===== src/rtl/simplerisc_pkg.sv =====
// Shared definitions for the SimpleRISC multi-cycle control path:
// opcodes, controller states, ALU one-hot bit positions and the decode record.
package simplerisc_pkg;

  localparam logic [4:0] OP_ADD  = 5'b00000;
  localparam logic [4:0] OP_SUB  = 5'b00001;
  localparam logic [4:0] OP_MUL  = 5'b00010;
  localparam logic [4:0] OP_DIV  = 5'b00011;
  localparam logic [4:0] OP_MOD  = 5'b00100;
  localparam logic [4:0] OP_CMP  = 5'b00101;
  localparam logic [4:0] OP_AND  = 5'b00110;
  localparam logic [4:0] OP_OR   = 5'b00111;
  localparam logic [4:0] OP_NOT  = 5'b01000;
  localparam logic [4:0] OP_MOV  = 5'b01001;
  localparam logic [4:0] OP_LSL  = 5'b01010;
  localparam logic [4:0] OP_LSR  = 5'b01011;
  localparam logic [4:0] OP_ASR  = 5'b01100;
  localparam logic [4:0] OP_NOP  = 5'b01101;
  localparam logic [4:0] OP_LD   = 5'b01110;
  localparam logic [4:0] OP_ST   = 5'b01111;
  localparam logic [4:0] OP_BEQ  = 5'b10000;
  localparam logic [4:0] OP_BGT  = 5'b10001;
  localparam logic [4:0] OP_B    = 5'b10010;
  localparam logic [4:0] OP_CALL = 5'b10011;
  localparam logic [4:0] OP_RET  = 5'b10100;

  localparam logic [4:0] ILLEGAL_MIN = 5'b10101;

  localparam int ALU_W   = 13;
  localparam int ALU_ADD = 0;
  localparam int ALU_SUB = 1;
  localparam int ALU_CMP = 2;
  localparam int ALU_MUL = 3;
  localparam int ALU_DIV = 4;
  localparam int ALU_MOD = 5;
  localparam int ALU_LSL = 6;
  localparam int ALU_LSR = 7;
  localparam int ALU_ASR = 8;
  localparam int ALU_OR  = 9;
  localparam int ALU_AND = 10;
  localparam int ALU_NOT = 11;
  localparam int ALU_MOV = 12;

  typedef enum logic [2:0] {
    FETCH  = 3'd0,
    DECODE = 3'd1,
    EXEC   = 3'd2,
    MEM    = 3'd3,
    WB     = 3'd4,
    TRAP   = 3'd5
  } stateT;

  typedef struct packed {
    logic [ALU_W-1:0] aluOp;
    logic             isImm;
    logic             isLd;
    logic             isSt;
    logic             isCall;
    logic             isRet;
    logic             isWb;
    logic             isB;
    logic             isBeq;
    logic             isBgt;
    logic             isMd;
  } decodeT;

endpackage


===== src/rtl/simplerisc_decode.sv =====
// Pure combinational opcode decode; the controller registers its result in DECODE.
module simplerisc_decode
  import simplerisc_pkg::*;
#(
  parameter int OP_W = 5
) (
  input  logic [OP_W-1:0] opcode,
  input  logic            immBit,
  output decodeT          dec,
  output logic            illegal
);

  always_comb begin
    dec       = '0;
    dec.isImm = immBit;
    illegal   = (opcode >= OP_W'(ILLEGAL_MIN));
    // legal opcodes all fit in the low five bits, so the case only needs those
    if (!illegal) begin
      case (opcode[4:0])
        OP_ADD:  begin dec.aluOp[ALU_ADD] = 1'b1; dec.isWb = 1'b1; end
        OP_SUB:  begin dec.aluOp[ALU_SUB] = 1'b1; dec.isWb = 1'b1; end
        OP_MUL:  begin dec.aluOp[ALU_MUL] = 1'b1; dec.isWb = 1'b1; dec.isMd = 1'b1; end
        OP_DIV:  begin dec.aluOp[ALU_DIV] = 1'b1; dec.isWb = 1'b1; dec.isMd = 1'b1; end
        OP_MOD:  begin dec.aluOp[ALU_MOD] = 1'b1; dec.isWb = 1'b1; dec.isMd = 1'b1; end
        OP_CMP:  dec.aluOp[ALU_CMP] = 1'b1;
        OP_AND:  begin dec.aluOp[ALU_AND] = 1'b1; dec.isWb = 1'b1; end
        OP_OR:   begin dec.aluOp[ALU_OR]  = 1'b1; dec.isWb = 1'b1; end
        OP_NOT:  begin dec.aluOp[ALU_NOT] = 1'b1; dec.isWb = 1'b1; end
        OP_MOV:  begin dec.aluOp[ALU_MOV] = 1'b1; dec.isWb = 1'b1; end
        OP_LSL:  begin dec.aluOp[ALU_LSL] = 1'b1; dec.isWb = 1'b1; end
        OP_LSR:  begin dec.aluOp[ALU_LSR] = 1'b1; dec.isWb = 1'b1; end
        OP_ASR:  begin dec.aluOp[ALU_ASR] = 1'b1; dec.isWb = 1'b1; end
        OP_LD:   begin dec.aluOp[ALU_ADD] = 1'b1; dec.isLd = 1'b1; dec.isWb = 1'b1; end
        OP_ST:   begin dec.aluOp[ALU_ADD] = 1'b1; dec.isSt = 1'b1; end
        OP_BEQ:  dec.isBeq = 1'b1;
        OP_BGT:  dec.isBgt = 1'b1;
        OP_B:    dec.isB = 1'b1;
        OP_CALL: begin dec.isCall = 1'b1; dec.isWb = 1'b1; end
        OP_RET:  dec.isRet = 1'b1;
        default: ;
      endcase
    end
  end

endmodule


===== src/rtl/simplerisc_ctrl_fsm.sv =====
// Multi-cycle SimpleRISC sequencer: fetch/decode/exec/mem/wb with req/ack memories,
// mul/div/mod stall counter, branch resolution and sticky illegal-opcode trap.
//   state  | meaning
//   FETCH  | imem_req high, capture inst into ir on imem_ack
//   DECODE | register decode of ir; illegal opcode diverts to TRAP
//   EXEC   | one cycle, or MD_CYCLES for mul/div/mod
//   MEM    | dmem_req held until dmem_ack (ld/st only)
//   WB     | rf/pc write enables, branch target select
//   TRAP   | all requests off; only reset leaves
module simplerisc_ctrl_fsm
  import simplerisc_pkg::*;
#(
  parameter int INST_W    = 32,
  parameter int OP_W      = 5,
  parameter int MD_CYCLES = 4
) (
  input  logic              clk,
  input  logic              rst,
  output logic              imem_req,
  input  logic              imem_ack,
  input  logic [INST_W-1:0] inst,
  output logic              dmem_req,
  output logic              dmem_we,
  input  logic              dmem_ack,
  input  logic              flag_eq,
  input  logic              flag_gt,
  output logic [INST_W-1:0] ir,
  output logic [12:0]       alu_op,
  output logic              is_imm,
  output logic              is_ld,
  output logic              is_st,
  output logic              is_call,
  output logic              is_ret,
  output logic              rf_we,
  output logic              flags_we,
  output logic              pc_we,
  output logic [1:0]        pc_sel,
  output logic [2:0]        state,
  output logic              trap
);

  localparam int CNT_W = (MD_CYCLES > 1) ? $clog2(MD_CYCLES) : 1;
  localparam logic [CNT_W-1:0] MD_LAST = CNT_W'(MD_CYCLES - 1);

  stateT            curState, nxtState;
  decodeT           decNext, decReg;
  logic             illegal;
  logic [CNT_W-1:0] mdCnt;
  logic             mdDone;
  logic             taken;

  simplerisc_decode #(.OP_W(OP_W)) uDecode (
    .opcode  (ir[INST_W-1 -: OP_W]),
    .immBit  (ir[INST_W-OP_W-1]),
    .dec     (decNext),
    .illegal (illegal)
  );

  always_ff @(posedge clk or posedge rst) begin
    if (rst) begin
      curState <= FETCH;
      ir       <= '0;
      decReg   <= '0;
      mdCnt    <= '0;
    end else begin
      curState <= nxtState;
      if (curState == FETCH && imem_ack) ir <= inst;
      // down-counter loaded at decode; EXEC ends when it reaches zero
      if (curState == DECODE) begin
        decReg <= decNext;
        mdCnt  <= decNext.isMd ? MD_LAST : '0;
      end else if (curState == EXEC && mdCnt != '0) begin
        mdCnt <= mdCnt - CNT_W'(1);
      end
    end
  end

  assign mdDone = (mdCnt == '0);
  assign taken  = decReg.isB || decReg.isCall || (decReg.isBeq && flag_eq) ||
                  (decReg.isBgt && flag_gt);

  always_comb begin
    nxtState = curState;
    imem_req = 1'b0;
    dmem_req = 1'b0;
    dmem_we  = 1'b0;
    rf_we    = 1'b0;
    flags_we = 1'b0;
    pc_we    = 1'b0;
    pc_sel   = 2'd0;
    case (curState)
      FETCH: begin
        imem_req = 1'b1;
        if (imem_ack) nxtState = DECODE;
      end
      DECODE: nxtState = illegal ? TRAP : EXEC;
      EXEC: begin
        if (mdDone) begin
          flags_we = decReg.aluOp[ALU_CMP];
          nxtState = (decReg.isLd || decReg.isSt) ? MEM : WB;
        end
      end
      MEM: begin
        dmem_req = 1'b1;
        dmem_we  = decReg.isSt;
        if (dmem_ack) nxtState = WB;
      end
      WB: begin
        rf_we    = decReg.isWb;
        pc_we    = 1'b1;
        if (taken)             pc_sel = 2'd1;
        else if (decReg.isRet) pc_sel = 2'd2;
        nxtState = FETCH;
      end
      TRAP: ;
      default: nxtState = FETCH;
    endcase
  end

  assign alu_op  = decReg.aluOp;
  assign is_imm  = decReg.isImm;
  assign is_ld   = decReg.isLd;
  assign is_st   = decReg.isSt;
  assign is_call = decReg.isCall;
  assign is_ret  = decReg.isRet;
  assign state   = curState;
  assign trap    = (curState == TRAP);

endmodule

===== config.mk =====
export PLATFORM = sky130hd
export DESIGN_NAME = simplerisc_ctrl_fsm
export DESIGN_NICKNAME = d
export VERILOG_FILES = /design/src/rtl/simplerisc_pkg.sv /design/src/rtl/simplerisc_decode.sv /design/src/rtl/simplerisc_ctrl_fsm.sv
export SDC_FILE = /design/constraint.sdc
export NUM_CORES = 1
export LEC_CHECK = 0
export ABC_CLOCK_PERIOD_IN_PS = 1500
export BUFFER_PORTS_ARGS = -buffer_cell sky130_fd_sc_hd__buf_2
export CORE_MARGIN = 2
export CORE_UTILIZATION = 44
export DETAILED_ROUTE_END_ITERATION = 16
export PLACE_DENSITY = 0.86
export SYNTH_ARGS = -nofsm -noshare
export SYNTH_HDL_FRONTEND = slang
export SYNTH_SLANG_ARGS = --single-unit
export TNS_END_PERCENT = 5

===== constraint.sdc =====
create_clock -name clk -period 1.5 [get_ports clk]
set_input_delay 0.225 -clock clk [delete_from_list [all_inputs] [get_ports clk]]
set_output_delay 0.225 -clock clk [all_outputs]
set_load 0.03 [all_outputs]

---- Word-level counts from Yosys, hierarchy flattened ----
Index checks and enable logic that the tools add are counted.
cells by class
  add/subtract/negate cells ............... 1
  $lt $le $gt $ge ......................... 1
  equal/unequal tests ..................... 27
  mux-type cells .......................... 43
  bitwise operators ....................... 1
  reductions and logical operators ........ 17
operator list
  kind                                                             count
  5-bit by 4-bit == test with 1-bit output, second input constant  7
  1-bit 2-to-1 mux                                                 29
  5-bit == test, second input constant                             5
  5-bit by 3-bit == test with 1-bit output, second input constant  4
  3-bit 2-to-1 mux                                                 5
  3-bit case mux with 5 select lines                               1
  14-bit OR reduction                                              1
  13-bit 2-to-1 mux                                                1
  2-bit 2-to-1 mux                                                 6
  5-bit by 2-bit == test with 1-bit output, second input constant  2
  9-bit 2-to-1 mux                                                 1
  3-bit by 2-bit == test with 1-bit output, second input constant  2
  3-bit == test, second input constant                             2
  2-bit inequality test, second input constant                     3
  3-bit OR reduction                                               2
  5-bit by 1-bit == test with 1-bit output, second input constant  1
  5-bit >= comparator, second input constant                       1
  5-bit logical NOT                                                1
  1-bit logical AND                                                4
  1-bit logical OR                                                 4
  4-bit AND reduction                                              1
  2-bit nonzero test                                               2
  3-bit by 1-bit == test with 1-bit output, second input constant  1
  3-bit logical NOT                                                1
  3 further kinds                                                  3
word-level totals
  flip-flop bits (word level) ............. 59
  bits of input ports ..................... 38
  output and inout bits ................... 62
  word-level logic and storage cells ...... 103

---- Longest topological paths before layout ----
Gate-level depths: netlist of run 1.
  depth in word-level cells ............... 6
  mapped depth ............................ 6
  gate-level depth less buffers ........... 5

---- Modules after synthesis ----
From an unflattened synthesis of run 1, not the netlist that was laid out.
second synthesis, totals
  cell total of the unflattened synthesis .. 227
  area total of the unflattened synthesis .. 2866.5 µm²
modules (own cells, without submodules)
  module               times used  cells each  area each (µm²)  sequential area each (µm²)
  simplerisc_ctrl_fsm  1           179         2618.8           1476.4
  simplerisc_decode    1           48          247.7            0.0

---- Least setup slack after synthesis of run 1 ----
OpenSTA, ideal clock, no wires.
  kind .................................... register to output
  start ................................... reg curState[0] (netlist: state[0])
  end ..................................... out pc_sel[1]
  arrival ................................. 2.628 ns
  data required time ...................... 1.275 ns
  slack ................................... -1.353 ns
  cell stages (with the launch flop) ...... 5
  buffers on the path ..................... 1
  cell sequence ........................... dfrtp_1 -> buf_2 -> nor3b_1 -> nand2_1 -> nor4_1
on the way
  longest elaborated chain between the ends .. 2
ends and longest elaborated chain
  element                 RTL line                   RTL
  start, declared         simplerisc_ctrl_fsm.sv:45  stateT curState, nxtState;
  start signal, assigned  simplerisc_ctrl_fsm.sv:66  curState <= nxtState;
  3-bit == test           simplerisc_ctrl_fsm.sv:91  case (curState)
  2-bit 2-to-1 mux        simplerisc_ctrl_fsm.sv:91
  end, declared           simplerisc_ctrl_fsm.sv:37  output logic [1:0] pc_sel,
No other way between the ends.

---- Worst setup path in the final report of run 1 ----
  start ................................... reg curState[1] (netlist: state[1])
  end ..................................... out flags_we
on the way
  longest elaborated chain between the ends .. 2
ends and longest elaborated chain
  element                                   RTL line                   RTL
  3-bit by 2-bit == test with 1-bit output  simplerisc_ctrl_fsm.sv:91
  1-bit 2-to-1 mux                          simplerisc_ctrl_fsm.sv:91
  end, declared                             simplerisc_ctrl_fsm.sv:35  output logic flags_we,
No other way between the ends.

==> results.ini, run 1 <==
[yosys]
synth_area_um2=2730
dominantRegCellSynth=dfrtp_1
syn_inst=226
synth_fp_nets=265
async_flop_share_pct=100
yosysWarnings=0
synth.ff_latch_count=59
ys_seq_area_share_pct=54.1
synth_area_leader_cell=dfrtp_1
syn_area_per_cell_um2=12.1
yosysMostFrequentCell=dfrtp_1
synth_area_leaders=dfrtp_1 54%, mux2_2 7.8%, mux2_1 5.4%, buf_4 4.1%, nand2_1 3.3%
synth_edf_count=0
synth_common_cells=59 x dfrtp_1, 24 x nand2_1, 19 x mux2_2
synthDistinctLibCells=47
synth_top_area_share_pct=54.1

[finish]
final_area_um2=3870
multi_input_area_um2=1190
n_antenna_cell=0
final_cells=422
regArea_um2=1480
fillers=453
syn_to_final_growth_pct=41.7
finish.net_count=381
fin_util_pct=64.9
layout-drive-gt1-share_pct=59.4

[cts]
path_clk_slew_ns=0.07
cts_tree=done
cts_buffer_depth=2
cts-root-buf=clkbuf_8
cts_inserted_buffers=9
cts.sinks=59
clk_latency_ns=0.33
h-tree-depth=3

[sta]
period_share_pct=120
timing.final.ws_setup_ns=-0.296
skew_ns=0.00923
period_needed_ns=1.80
slew_headroom_pct=71.1
finalMaxSlewViolations=0
rsz0062_at_grt=yes
setup_viol=62
worstMarginPinSlew_ns=0.433
fmax_mhz=557
tns_ns=-9.08
hold_viol_final=0
whs_ns=0.101

[route]
drt_iter0_drc=158
dr.pass1.iters=4
drc=0
vias=2185
wl_per_cell_um=16.4
viasPerCell=5.18
drt-total-wl_um=6920
ant_nets=0

[critical_path]
path_buf_inv=3
slowest_stage=dfrtp_2
crit_type=flip-flop to output pin
endpoint_kind=output pin
cpPeakStageDelay_ns=0.42
cp-start-kind=flip-flop
crit_required_ns=1.27
crit_path_frequent_cell=buf_6
worstPathCellList=buf_4 -> buf_6 -> and2b_2 -> and4b_1 -> buf_6
crit_arrival_ns=1.57
crit_fanout=5
critical-path-top-delay-family=simple AND/OR/NAND/NOR gates

[die]
dieArea_um2=6850
fp.dieW_um=82.8
core_area_um2=5960
fp.dieH_um=82.8
io_pins=100
rows=28
initial_core_util_pct=45.8

[pwr]
vdd_drop_max_mv=1.50
p_leak_nw=1.91
powerDensity_nw_per_um2=2490

[placed_design]
placed_cell_area_um2=3380
portBuffers=99
finalWeightedCongestion=0.884
placedCellCount=400
dp_hpwl_um=4900

[grt]
overflow=0
track_usage_pct=21.9
grt_pass1_vias=2256
grt_pass1_wl_um=11000
grt_max_degree=46
antenna_found_initial=0

[outcome]
status=finished with violations
violations=setup timing

[job]
cap_violations=0

[hold_path]
min_path_type=input pin to flip-flop

-- per-layer routing --
layer | vias up | GRT usage, % | share of wire [%]
met4 | 0 | 10.7 | 2.3
met5 | - | 0 | 0
li1 | 1012 | - | -
met1 | 1069 | 26.2 | 41
met2 | 94 | 35.6 | 49
met3 | 10 | 6.74 | 7.6
-- cell type report --
class                           count  share of cell area, %
Sequential cell                    59                   38.3
Multi-Input combinational cell    132                   30.7
Timing Repair Buffer              133                   22.2
Clock buffer                       12                   3.75
Tap cell                           75                   2.43
Clock inverter                      4                   1.91
Inverter                            7                  0.679
-- path summary, 6_finish.rpt --
check | startpoint | end | slack (ns) | cells past startpoint
worst max-delay path | state[1]$_DFFE_PP0P_ | flags_we | -0.30 | 5
worst min-delay path | inst[11] | ir[11]$_DFFE_PP0P_ | 0.10 | 2
worst max register to register | state[1]$_DFFE_PP0P_ | alu_op[8]$_DFFE_PP0P_ | -0.27 | 5
worst min register to register | alu_op[10]$_DFFE_PP0P_ | alu_op[10]$_DFFE_PP0P_ | 0.49 | 2
max in group asynchronous | rst | state[0]$_DFFE_PP0P_ | 0.51 | 4
min in group asynchronous | rst | ir[8]$_DFFE_PP0P_ | 0.42 | 3
-- report_power, final --
| group | leakage (nW) | switching (W) | internal, W |
|---|---|---|---|
| logic | 1.06 | 0.00303 | 0.00212 |
| clock network | 0.111 | 0.000619 | 0.000982 |
| registers | 0.741 | 0.000611 | 0.00229 |
-- layout by cell type, fill, tap and decap left out, drive strengths merged, types with 2 or more instances in the layout --
cell type / netlist / final
a21oi: 2 / 2
a22o: 4 / 4
a32o: 3 / 3
and2: 4 / 4
buf: 26 / 132
bufinv: 0 / 2
clkbuf: 2 / 12
clkinv: 0 / 2
dfrtp: 59 / 59
inv: 7 / 7
mux2: 32 / 32
mux2i: 2 / 2
nand2: 24 / 24
nand2b: 2 / 2
nand3: 4 / 4
nor2: 3 / 3
nor2b: 2 / 2
nor3: 3 / 3
nor3b: 3 / 3
nor4: 3 / 3
nor4b: 2 / 2
o21ai: 16 / 16
o31ai: 5 / 5
or3: 2 / 2
-- metrics by stage --
stage	power, W	setup slack [ns]
2_1_floorplan	0.00621	-0.391
3_3_place_gp	0.00732	-0.0415
3_5_place_dp	0.00749	-0.144
4_1_cts	0.00934	-0.277
5_1_grt	0.0102	-0.348
6_report	0.00965	-0.296
-- registers in the layout, indices dropped and copies added (netlist names) --
name,cells
ir,32
alu_op,13
decReg,4
state,3
mdCnt,2
is_call,1
is_imm,1
is_ld,1
is_ret,1
is_st,1
-- cell families (layout without fill, tap and decap cells) --
logic type | Yosys count | count (layout) | synth area share [%]
buf+inv | 35 | 156 | 8.94
simple gates | 59 | 59 | 12.9
mux | 34 | 34 | 13.9
xor+xnor | 1 | 1 | 0.321
fa+ha+maj | 1 | 1 | 0.458
flops | 59 | 59 | 54.1
compound gates | 37 | 37 | 9.35
-- timing repair --
item | CTS | global route
setup buffers | 1 | 4
pin swaps | 12 | 4
cloned | 0 | 0
hold endpoints to repair | 14 | 0
hold buffers | 1 | 0
resized for setup | 31 | 26
endpoints found under the setup margin | 56 | 64
No activity file was read; power rests on OpenSTA's default activity.
==> inputs of run 2 (changes only) <==
- SKIP_CTS_REPAIR_TIMING: not set -> 1
==> run 2 against run 1 <==
  * Fmax is 0.70% higher
  * Via count is 0.50% lower
  * Design area is 1.8% lower
  * Core utilization is 1.2 points lower
  * Routed wire length is 1.2% lower
  * Register-to-register slack better by 0.09 ns
  * The flow still finishes with violations (setup timing)
  * Critical path type unchanged
  * Clock-buffer cell count stayed put
  * Sequential power hardly changed
==> results.ini, run 2 (synthesized netlist as in run 1, its figures left out) <==
[job]
cap_violations=0  ; unchanged

[finish]
finish.net_count=377  ; was 381
n_antenna_cell=0  ; unchanged
final_common_cell=buf_2  ; unchanged
final_area_um2=3800  ; was 3870 µm²
largest_register=ir  ; unchanged
syn_to_final_growth_pct=39.1  ; was 41.7%
final_cell_mix=93 x buf_2, 55 x dfrtp_1, 22 x nand2_1, 22 x buf_4, 12 x mux2_2  ; was 89 x buf_2, 56 x dfrtp_1, 26 x buf_4
final_cells=418  ; was 422
layout-drive-gt1-share_pct=58.0  ; was 59.4%
largest_reg_flops=32  ; unchanged

[cts]
cts_inserted_buffers=9  ; unchanged
h-tree-depth=3  ; unchanged
cts.sinks=59  ; unchanged
cts-root-buf=clkbuf_8  ; unchanged
clk_latency_ns=0.34  ; was 0.33 ns
path_clk_slew_ns=0.07  ; about the same
cts_tree=done  ; unchanged
cts_buffer_depth=2  ; unchanged

[sta]
slew_headroom_pct=72.1  ; was 71.1%
timing.final.ws_setup_ns=-0.284  ; was -0.296 ns
hold_viol_final=0  ; unchanged
rsz0062_at_grt=yes  ; unchanged
period_needed_ns=1.78  ; was 1.80 ns
setup_viol=52  ; was 62
fmax_mhz=561  ; was 557 MHz
period_share_pct=119  ; was 120%
worstMarginPinSlew_ns=0.413  ; was 0.433 ns
skew_ns=0.00943  ; was 0.00923 ns
finalMaxSlewViolations=0  ; unchanged

[critical_path]
cp-start-kind=flip-flop  ; unchanged
crit_type=flip-flop to output pin  ; unchanged
endpoint_kind=output pin  ; unchanged
crit_arrival_ns=1.56  ; was 1.57 ns
crit_fanout=4  ; was 5
crit_required_ns=1.27  ; about the same

[pwr]
powerDensity_nw_per_um2=2510  ; was 2490 nW/µm²
p_leak_nw=1.88  ; was 1.91 nW
vdd_drop_max_mv=1.52  ; was 1.50 mV

[placed_design]
placedCellCount=400  ; unchanged
placed_cell_area_um2=3380  ; unchanged
finalWeightedCongestion=0.884  ; unchanged
dp_hpwl_um=4900  ; unchanged
portBuffers=99  ; unchanged

[grt]
overflow=0  ; unchanged
grt_max_degree=46  ; unchanged
grt_pass1_wl_um=10700  ; was 11000 µm
track_usage_pct=21.2  ; was 21.9%
antenna_found_initial=0  ; unchanged
grt_pass1_vias=2235  ; was 2256

[route]
drc=0  ; unchanged
wl_per_cell_um=16.3  ; was 16.4 µm
dr.pass1.iters=5  ; was 4
vias=2174  ; was 2185
ant_nets=0  ; unchanged
drt_iter0_drc=107  ; was 158
viasPerCell=5.20  ; was 5.18
drt-total-wl_um=6830  ; was 6920 µm

[die]
rows=28  ; unchanged
fp.dieH_um=82.8  ; unchanged
initial_core_util_pct=45.8  ; unchanged
fp.dieW_um=82.8  ; unchanged
dieArea_um2=6850  ; unchanged
core_area_um2=5960  ; unchanged
io_pins=100  ; unchanged

[outcome]
violations=setup timing  ; unchanged
status=finished with violations  ; unchanged

[hold_path]
min_path_type=input pin to flip-flop  ; unchanged

-- run 2: changes by cell type in the layout (fill, tap and decap cells not counted), sizes merged --
cell and change:
buf -4
-- run 2: path summary, 6_finish.rpt --
check | from | end | slack [ns] | cells after the start
worst min register to register | ir[23]$_DFFE_PP0P_ | ir[23]$_DFFE_PP0P_ | 0.49 | 1
max in group asynchronous | rst | state[0]$_DFFE_PP0P_ | 0.52 | 4
worst max-delay path | state[1]$_DFFE_PP0P_ | pc_sel[0] | -0.28 | 5
worst max register to register | state[1]$_DFFE_PP0P_ | alu_op[11]$_DFFE_PP0P_ | -0.18 | 4
min in group asynchronous | rst | ir[8]$_DFFE_PP0P_ | 0.42 | 3
worst min-delay path | inst[11] | ir[11]$_DFFE_PP0P_ | 0.10 | 2
-- run 2: area by class of cell --
cell class	count	area (µm²)
inverter	7	26.3
clock buffer	12	145
fill	462	2160
timing repair buffer	129	805
sequential	59	1480
clock inverter	4	73.8
multi-input combinational	132	1170
tap	75	93.8
-- run 2: report_power, final --
part           total (W)  internal [W]  switching [W]
sequential       0.00292       0.00230       0.000621
combinational    0.00502       0.00205        0.00297
clock            0.00161      0.000982       0.000625
-- run 2: layer usage --
layer / GRT usage [%] / share of wire (%)
met5: 0 / 0
met4: 11.6 / 2.4
met3: 6.74 / 8.8
met2: 33.8 / 49
met1: 25.5 / 40
-- run 2: through the flow --
step	power [W]	setup TNS (ns)	worst slack (ns)	hold slack (ns)	util, %
after floorplan	0.00621	-23.70	-0.391	0.360	-
after global placement	0.00732	-0.754	-0.0415	0.202	56.8
after detailed placement	0.00749	-1.92	-0.144	0.209	56.8
after CTS	0.00913	-4.28	-0.466	-0.157	60.4
after global routing	0.0101	-7.60	-0.349	0.0934	63.7
final	0.00954	-5.04	-0.284	0.102	63.7
-- run 2: critical path: stages (launching register included) --
cell	delay, ns
dfrtp_2	0.44
buf_6	0.13
nor3b_4	0.23
buf_6	0.14
o31a_1	0.16
buf_6	0.14
